[config.mk]
export PLATFORM = sky130hd
export DESIGN_NAME = rr_scan_arbiter
export DESIGN_NICKNAME = d
export VERILOG_FILES = /design/src/rtl/rr_scan_arbiter_pkg.sv /design/src/rtl/rr_scan_arbiter_rr_pick.sv /design/src/rtl/rr_scan_arbiter.sv
export SDC_FILE = /design/constraint.sdc
export NUM_CORES = 1
export LEC_CHECK = 0
export BUFFER_PORTS_ARGS = -buffer_cell sky130_fd_sc_hd__buf_4
export CAP_MARGIN = 20
export CORE_MARGIN = 2
export CORE_UTILIZATION = 47
export CTS_CLUSTER_DIAMETER = 120
export DETAILED_ROUTE_END_ITERATION = 8
export HOLD_SLACK_MARGIN = 0.15
export PLACE_DENSITY = 0.72
export SLEW_MARGIN = 20
export SYNTH_ARGS = -nofsm -noshare
export SYNTH_HDL_FRONTEND = slang
export SYNTH_HIERARCHICAL = 1
export SYNTH_SLANG_ARGS = --single-unit
[constraint.sdc]
create_clock -name clk -period 1.6 [get_ports clk]
set_input_delay 0.32 -clock clk [delete_from_list [all_inputs] [get_ports clk]]
set_output_delay 0.32 -clock clk [all_outputs]
set_load 0.05 [all_outputs]
[src/rtl/rr_scan_arbiter_pkg.sv]
// Shared definitions for the round-robin scan arbiter.
// It holds the FSM state encoding, the requester count, the index and hold-counter
// widths, and a one-hot decode helper.
package rr_scan_arbiter_pkg;

   localparam int unsigned NUM_REQ = 4;
   localparam int unsigned IDX_W   = 2;
   localparam int unsigned HOLD_W  = 4;

   typedef enum logic [1:0] {
      IDLE  = 2'd0,
      GRANT = 2'd1,
      GAP   = 2'd2
   } state_t;

   // Decode a requester index into a one-hot grant vector.
   function automatic logic [NUM_REQ-1:0] onehot(input logic [IDX_W-1:0] idx);
      return NUM_REQ'(1) << idx;
   endfunction

endpackage

[src/rtl/rr_scan_arbiter_rr_pick.sv]
// Combinational round-robin winner search.
// The search starts one past the previous owner and wraps, so the previous owner
// is checked last.
// Ports:
//   req    - request vector
//   last   - index of the most recent owner
//   any    - high when at least one request is active
//   winner - index of the selected requester; equals last when any is low
module rr_pick
   import rr_scan_arbiter_pkg::*;
(
   input  logic [NUM_REQ-1:0] req,
   input  logic [IDX_W-1:0]   last,
   output logic               any,
   output logic [IDX_W-1:0]   winner
);

   logic [IDX_W-1:0] idx;

   // First active request in the order last+1, last+2, last+3, last (mod 4).
   always_comb begin
      any    = 1'b0;
      winner = last;
      idx    = '0;
      for (int unsigned k = 1; k <= NUM_REQ; k++) begin
         idx = last + IDX_W'(k);
         if (!any && req[idx]) begin
            any    = 1'b1;
            winner = idx;
         end
      end
   end

endmodule

[src/rtl/rr_scan_arbiter.sv]
// Four-way round-robin arbiter with a bounded hold time.
// An owner keeps the grant while its request stays high, for at most MAX_HOLD
// cycles. A grant that ends is always followed by one cycle with no grant.
// Ports:
//   clk     - clock, rising edge
//   reset   - asynchronous, active-high reset
//   req     - level requests from requesters 3..0
//   grant   - one-hot grant, zero when there is no owner
//   sel     - index of the current owner, held after the grant ends
//   busy    - high whenever grant is non-zero
//   preempt - one-cycle pulse after a grant is withdrawn because MAX_HOLD expired
module rr_scan_arbiter
   import rr_scan_arbiter_pkg::*;
#(
   parameter int unsigned MAX_HOLD = 8
)
(
   input  logic               clk,
   input  logic               reset,
   input  logic [NUM_REQ-1:0] req,
   output logic [NUM_REQ-1:0] grant,
   output logic [IDX_W-1:0]   sel,
   output logic               busy,
   output logic               preempt
);

   localparam logic [HOLD_W-1:0] HOLD_LIMIT = HOLD_W'(MAX_HOLD);

   state_t             state, state_nxt;
   logic [HOLD_W-1:0]  hold_cnt, hold_cnt_nxt;
   logic [IDX_W-1:0]   last, last_nxt;
   logic [NUM_REQ-1:0] grant_nxt;
   logic [IDX_W-1:0]   sel_nxt;
   logic               busy_nxt;
   logic               preempt_nxt;

   logic               pick_any;
   logic [IDX_W-1:0]   pick_winner;

   rr_pick u_rr_pick (
      .req    (req),
      .last   (last),
      .any    (pick_any),
      .winner (pick_winner)
   );

   // State and output registers.
   always_ff @(posedge clk or posedge reset) begin
      if (reset) begin
         state    <= IDLE;
         hold_cnt <= '0;
         last     <= IDX_W'(NUM_REQ - 1);
         grant    <= '0;
         sel      <= '0;
         busy     <= 1'b0;
         preempt  <= 1'b0;
      end else begin
         state    <= state_nxt;
         hold_cnt <= hold_cnt_nxt;
         last     <= last_nxt;
         grant    <= grant_nxt;
         sel      <= sel_nxt;
         busy     <= busy_nxt;
         preempt  <= preempt_nxt;
      end
   end

   // Next-state and next-output logic. In GRANT, last is the current owner.
   always_comb begin
      state_nxt    = state;
      hold_cnt_nxt = hold_cnt;
      last_nxt     = last;
      grant_nxt    = '0;
      sel_nxt      = sel;
      busy_nxt     = 1'b0;
      preempt_nxt  = 1'b0;

      unique case (state)
         IDLE, GAP: begin
            if (pick_any) begin
               state_nxt    = GRANT;
               last_nxt     = pick_winner;
               sel_nxt      = pick_winner;
               grant_nxt    = onehot(pick_winner);
               busy_nxt     = 1'b1;
               hold_cnt_nxt = HOLD_W'(1);
            end else begin
               state_nxt    = IDLE;
               hold_cnt_nxt = '0;
            end
         end
         GRANT: begin
            if (req[last] && (hold_cnt < HOLD_LIMIT)) begin
               grant_nxt    = grant;
               busy_nxt     = 1'b1;
               hold_cnt_nxt = hold_cnt + HOLD_W'(1);
            end else begin
               // A release at the hold limit counts as voluntary; only a
               // still-asserted request is a forced withdrawal.
               state_nxt    = GAP;
               hold_cnt_nxt = '0;
               preempt_nxt  = req[last];
            end
         end
         default: begin
            state_nxt    = IDLE;
            hold_cnt_nxt = '0;
         end
      endcase
   end

endmodule

==> results of run 1 <==
-- layout by cell type, fill, tap and decap left out, types with 3 or more instances in the layout --
master and n:
dfrtp_1 14, a32o_1 4, buf_4 21, inv_1 7, clkbuf_4 3
-- routing by layer --
metal,track usage,vias up,wire length (microns)
met1,0.2459,273,646
met2,0.3029,24,765
met3,0.03673,4,87
li1,-,271,-
met4,0.06061,0,9
met5,0,-,0
-- layout make-up --
cell class / instances / area (sq um) / area share
Inverter: 7 / 26.28 / 0.02675
Timing Repair Buffer: 22 / 167.7 / 0.1707
Tap cell: 16 / 20.02 / 0.02038
Sequential cell: 16 / 402.9 / 0.4102
Clock buffer: 4 / 36.28 / 0.03694
Multi-Input combinational cell: 36 / 329.1 / 0.3350
-- power breakdown --
group / total (mW) / switching [mW] / internal [mW]
sequential: 0.702 / 0.109 / 0.593
clock: 0.266 / 0.128 / 0.138
combinational: 1.25 / 0.713 / 0.541
-- registers in the layout (all words and copies together), names as in the netlist --
register,cells
busy,1
last,2
sel,2
grant,4
preempt,1
hold_cnt,4
state,2
-- stage by stage --
step / cell area (sq um) / TNS (ns) / worst slack (ns) / util
2_1_floorplan: 753.2 / 0 / 0.005749 / -
4_1_cts: 970.9 / -0.1394 / -0.03801 / 0.6445
3_3_place_gp: 915.9 / -0.08877 / -0.03366 / 0.6080
5_1_grt: 982.2 / -0.5678 / -0.1206 / 0.6520
3_5_place_dp: 915.9 / -0.2789 / -0.09370 / 0.6080
6_report: 982.2 / -0.1344 / -0.04331 / 0.6520
-- cell families after synthesis --
family	synth area share
DFF	0.5349
and+or+nand+nor	0.1412
AOI/OAI and AO/OA	0.1379
buffers and inverters	0.05482
muxes	0.1030
xor gates and xnor gates	0.01163
adders and majority gates	0.01661
-- critical path: stages, from the launching register on --
cell	delay (ns)
dfstp_2	0.57
mux2i_1	0.18
nor2_1	0.06
a221o_1	0.31
buf_4	0.15
mux2_4	0.25
-- worst min path at each step --
stage,start,end,cells after the start
6_report,sel[1],sel[1],1
3_3_place_gp,reset,hold_cnt[3],2
5_1_grt,sel[1],sel[1],1
3_5_place_dp,reset,hold_cnt[3],2
4_1_cts,sel[1],sel[1],1
2_1_floorplan,reset,busy,1
-- timing repair --
action | 4_1_cts | 5_1_grt
endpoints found under the setup margin | 5 | 10
gates resized for setup | 2 | 3
pin swaps | 6 | 1
hold endpoints to repair | 14 | 0
hold buffers | 1 | 0
==> qor.yml, run 1 <==
status: "complete, but fails checks"
violations: "negative setup slack"
via_per_inst: 5.663
clock.fmax_mhz: 608.5
crit_start: "last[1]"
synth_edf_count: 0
die_y_microns: 44.03
syn_inst: 61
cp_max_fo: 4
finalClockSkew_ns: 0.003159
rr_worst_depth: 5
power_mw: 2.222
synthTopCellsByArea: "dfrtp_1, dfstp_2, mux2_2, a32o_1, inv_1"
track_usage: 0.1844
seq_area_frac_synth: 0.5349
cp-end-kind: "register"
dr.pass1.iters: 4
relSlewSlack: 0.6061
avgSynthCellArea_sq_um: 12.35
ant_nets: 0
clk_pin_slew_ns: 0.10
hold_ws_ns: 0.5181
overflow: 0
yosys_warnings: 6
cts_buffer_depth: 2
rrSetupSlack_ns: -0.04
p_leak_nw: 0.5005
ys_seq_elements: 16
criticalPathCategory: "register to register"
rows: 14
post_cts_buffers: 0
clockRootBuffer: "clkbuf_4"
die_x_microns: 44.03
synth_top_cells_by_count: "dfrtp_1, inv_1, a32o_1, mux2_2"
grt_max_degree: 17
setup_ws_ns: -0.04331
cp-endpoint: "sel[0]"
startpoint_type: "register"
cts_tree: "built"
num_antenna_cells: 0
synthArstFlopShare: 1.000
final_nets: 93
drc: 0
post-route-period-util: 1.027
setup_viol: 5
cts_made_buffers: 3
grt_first_pass_wirelength_microns: 2628
core_area_sq_um: 1506
post_route_cells_drive_above_1_share: 0.4824
synth_nets: 68
boundaryPins: 14
cap_violations: 0
insertion_delay_ns: 0.28
antenna_found_initial: 0
slew_violations: 0
grt_setup_unrepaired: "true"
worst_ir_drop_vdd_mv: 1.159
htree_levels: 1
via_count: 572
worst_slew_pin_slew_ns: 0.5897
die_area_sq_um: 1939
hold_class: "register to register"
routedWlPerCell_microns: 14.93
final_cells: 101
power.density_nw_per_um2: 2263
start_util: 0.5000
area_delta_synth_final_pct: 30.40
hold_viol_final: 0
critPathRequiredTime_ns: 1.78
port_buffers: 13
cp.arrival_ns: 1.82
post-dp-hpwl_microns: 1095
yosys.area.top_type: "dfrtp_1"
dpl.cell_count: 96
drtIter0Drc: 18
r2r_start: "last[1]"
yosys.area.top_type_share: 0.4651
ys.flop_type: "dfrtp_1"
grt_pass1_vias: 605
n_fill_cell: 121
syn-cell-area_sq_um: 753.2
clock_sinks: 16
drt_wl_total_microns: 1508
synth_most_common_cell: "dfrtp_1"
min_period_ns: 1.643
place_congestion: 0.7043
synth.distinct_cells: 27
r2r-end: "sel[0]"
Power figures use the tool's default switching activity.
==> run 2: changes to the inputs <==
PLACE_DENSITY = unset   (was 0.72)
PLACE_DENSITY_LB_ADDON = 0.12   (was unset)
==> run 2 against run 1 <==
Against the previous run:
- the run still ends with negative setup slack left
- total power down 3.6%
- highest routed layer is now met3
- first-iteration DRC count down 33%
- critical path type unchanged
- die area unchanged
- global-route usage down 1.2 points
- register-to-register slack about the same
- clock-buffer cell count unchanged
- design area down 1.0%
- worst hold slack better by 0.0054 ns
- largest cell class unchanged
- cell count up 0.99%
- sequential cell count unchanged
==> qor.yml, run 2 (synthesis results as in run 1) <==
status: "complete, but fails checks"
violations: "negative setup slack"
htree_levels: 1  # unchanged
core_area_sq_um: 1506  # unchanged
overflow: 0  # unchanged
ant_nets: 0  # unchanged
grt_pass1_vias: 521  # -14%
p_leak_nw: 0.4999  # -0.12%
final_cells: 102  # +0.99%
p_comb_frac: 0.581  # +0.017
boundaryPins: 14  # unchanged
mostFrequentLayoutCells: "buf_4, dfrtp_1, inv_1"
met3_usage: 0.07347  # +0.03673
power.internal_mw: 1.231  # -3.2%
post-dp-hpwl_microns: 1053  # -3.8%
port_buffers: 13  # unchanged
grt_busiest_layer: "met2"
met1_usage: 0.2172  # -0.02879
cap_violations: 0  # unchanged
globalRouteMet2Util: 0.2706  # -0.03235
cp.arrival_ns: 1.83  # about the same
cts_made_buffers: 3  # unchanged
netSwitchingPower_mw: 0.9105  # -4.1%
power_mw: 2.142  # -3.6%
relSlewSlack: 0.6213  # +0.01522
worst_slew_pin_slew_ns: 0.5674  # -0.02224 ns
r2r-end: "grant[1]"
reg.largest.list: "grant: 4 flops, hold_cnt: 4 flops"
rrSetupSlack_ns: -0.05  # about the same
rr_worst_depth: 5  # unchanged
dr.pass1.iters: 4  # unchanged
dp_slack_ns: -0.04939  # +0.04431 ns
dpl.cell_count: 97  # +1.0%
start_util: 0.5000  # unchanged
drt_wl_total_microns: 1359  # -9.9%
setup_viol: 4  # -1
cp_cell_sequence: "mux2i_1 > nor2_1 > a221o_1 > and3b_1 > a32o_1"
post_cts_buffers: 0  # unchanged
area_delta_synth_final_pct: 29.07
clock_sinks: 16  # unchanged
via_count: 550  # -3.8%
antenna_found_initial: 0  # unchanged
crit_start: "last[1]"
worst_ir_drop_vdd_mv: 1.584  # +37%
slowest_stage: "dfstp_2"
cp-end-kind: "register"
place_congestion: 0.7369  # +4.6%
routedWlPerCell_microns: 13.32  # -11%
clk_pin_slew_ns: 0.09  # about the same
grt_first_pass_wirelength_microns: 2380  # -9.4%
path_buf_inv: 0  # -1
swShare: 0.4252  # -0.002287
via_per_inst: 5.392  # -4.8%
path_depth: 5  # unchanged
drc: 0  # unchanged
path_delay_family: "flip-flops"
critPathRequiredTime_ns: 1.78  # about the same
criticalPathCategory: "register to register"
insertion_delay_ns: 0.28  # about the same
max_stage_delay_ns: 0.56  # about the same
power.density_nw_per_um2: 2203  # -2.6%
cp-endpoint: "grant[1]"
r2r_start: "last[1]"
post_route_cells_drive_above_1_share: 0.4651  # -0.01724
die_y_microns: 44.03  # unchanged
clock.fmax_mhz: 604.5  # -0.67%
hold_class: "register to register"
grt_setup_unrepaired: "true"
grt_max_degree: 17  # unchanged
hold_viol_final: 0  # unchanged
rows: 14  # unchanged
setup_ws_ns: -0.05431  # -0.01100 ns
mostFrequentLayoutCell: "buf_4"
slew_violations: 0  # unchanged
hold_ws_ns: 0.5235  # +0.005405 ns
num_antenna_cells: 0  # unchanged
final_nets: 94  # +1.1%
cts_tree: "built"
track_usage: 0.1727  # -0.01170
clockRootBuffer: "clkbuf_4"
p_seq_frac: 0.320  # +0.004
post-route-period-util: 1.034  # +0.006875
clkPwrFrac: 0.098  # -0.022
startpoint_type: "register"
finalClockSkew_ns: 0.01028  # +0.007118 ns
cp_max_fo: 4  # unchanged
die_x_microns: 44.03  # unchanged
min_period_ns: 1.654  # +0.01100 ns
drtIter0Drc: 12  # -6
die_area_sq_um: 1939  # unchanged
cts_buffer_depth: 2  # unchanged
## run 2: cell types whose count changed in the layout (fill, tap and decap cells not counted), sizes merged
cell,previous run,this run
buf,21,22
## run 2: per-stage QoR
stage / cell area [sq um] / util / setup TNS [ns]
after global routing: 972.2 / 0.6453 / -0.4512
after detailed placement: 923.4 / 0.6130 / -0.2597
after global placement: 923.4 / 0.6130 / -0.03842
after CTS: 972.2 / 0.6453 / -0.1466
final: 972.2 / 0.6453 / -0.1637
after floorplan: 753.2 / - / 0
## run 2: repair_timing
| item | 4_1_cts | 5_1_grt |
|---|---|---|
| hold buffers | 1 | 0 |
| pin swaps | 2 | 1 |
| resized for setup | 3 | 0 |
| setup endpoints to repair | 6 | 7 |
| endpoints found under the hold margin | 14 | 0 |
## run 2: how the worst min path moves through the flow
stage,end,startpoint,slack (ns),depth (start not counted)
final,sel[1],sel[1],0.52,1
after global routing,grant[3],grant[3],0.54,1
after CTS,sel[1],sel[1],0.53,1
after detailed placement,hold_cnt[3],reset,0.42,2
after global placement,hold_cnt[1],reset,0.42,2
after floorplan,busy,reset,0.23,1
## run 2: layout make-up
cell class	instances	area, sq um
fillers	111	534.3
flip-flops and latches	16	402.9
multi-input cells	36	321.6
repair buffers	23	175.2
clock buffers	4	26.28
inverters	7	26.28
well taps	16	20.02
## run 2: worst reg2reg max path, stage by stage (launching register included)
cell and delay, ns:
dfstp_2 0.56, mux2i_1 0.18, nor2_1 0.06, a221o_1 0.32, and3b_1 0.21, a32o_1 0.22
## run 2: power groups by stage
stage / logic (mW) / registers, mW / clock network (mW)
final: 1.24 / 0.686 / 0.211
after global routing: 1.33 / 0.709 / 0.239
after CTS: 1.25 / 0.691 / 0.221
after detailed placement: 1.20 / 0.699 / 0
after global placement: 1.19 / 0.700 / 0
after floorplan: 0.505 / 1.03 / 0
## run 2: routing by layer
layer	part of all wire	vias up
li1	-	274
met1	0.46	261
met2	0.49	15
met3	0.052	0
met4	0	0
met5	0	-
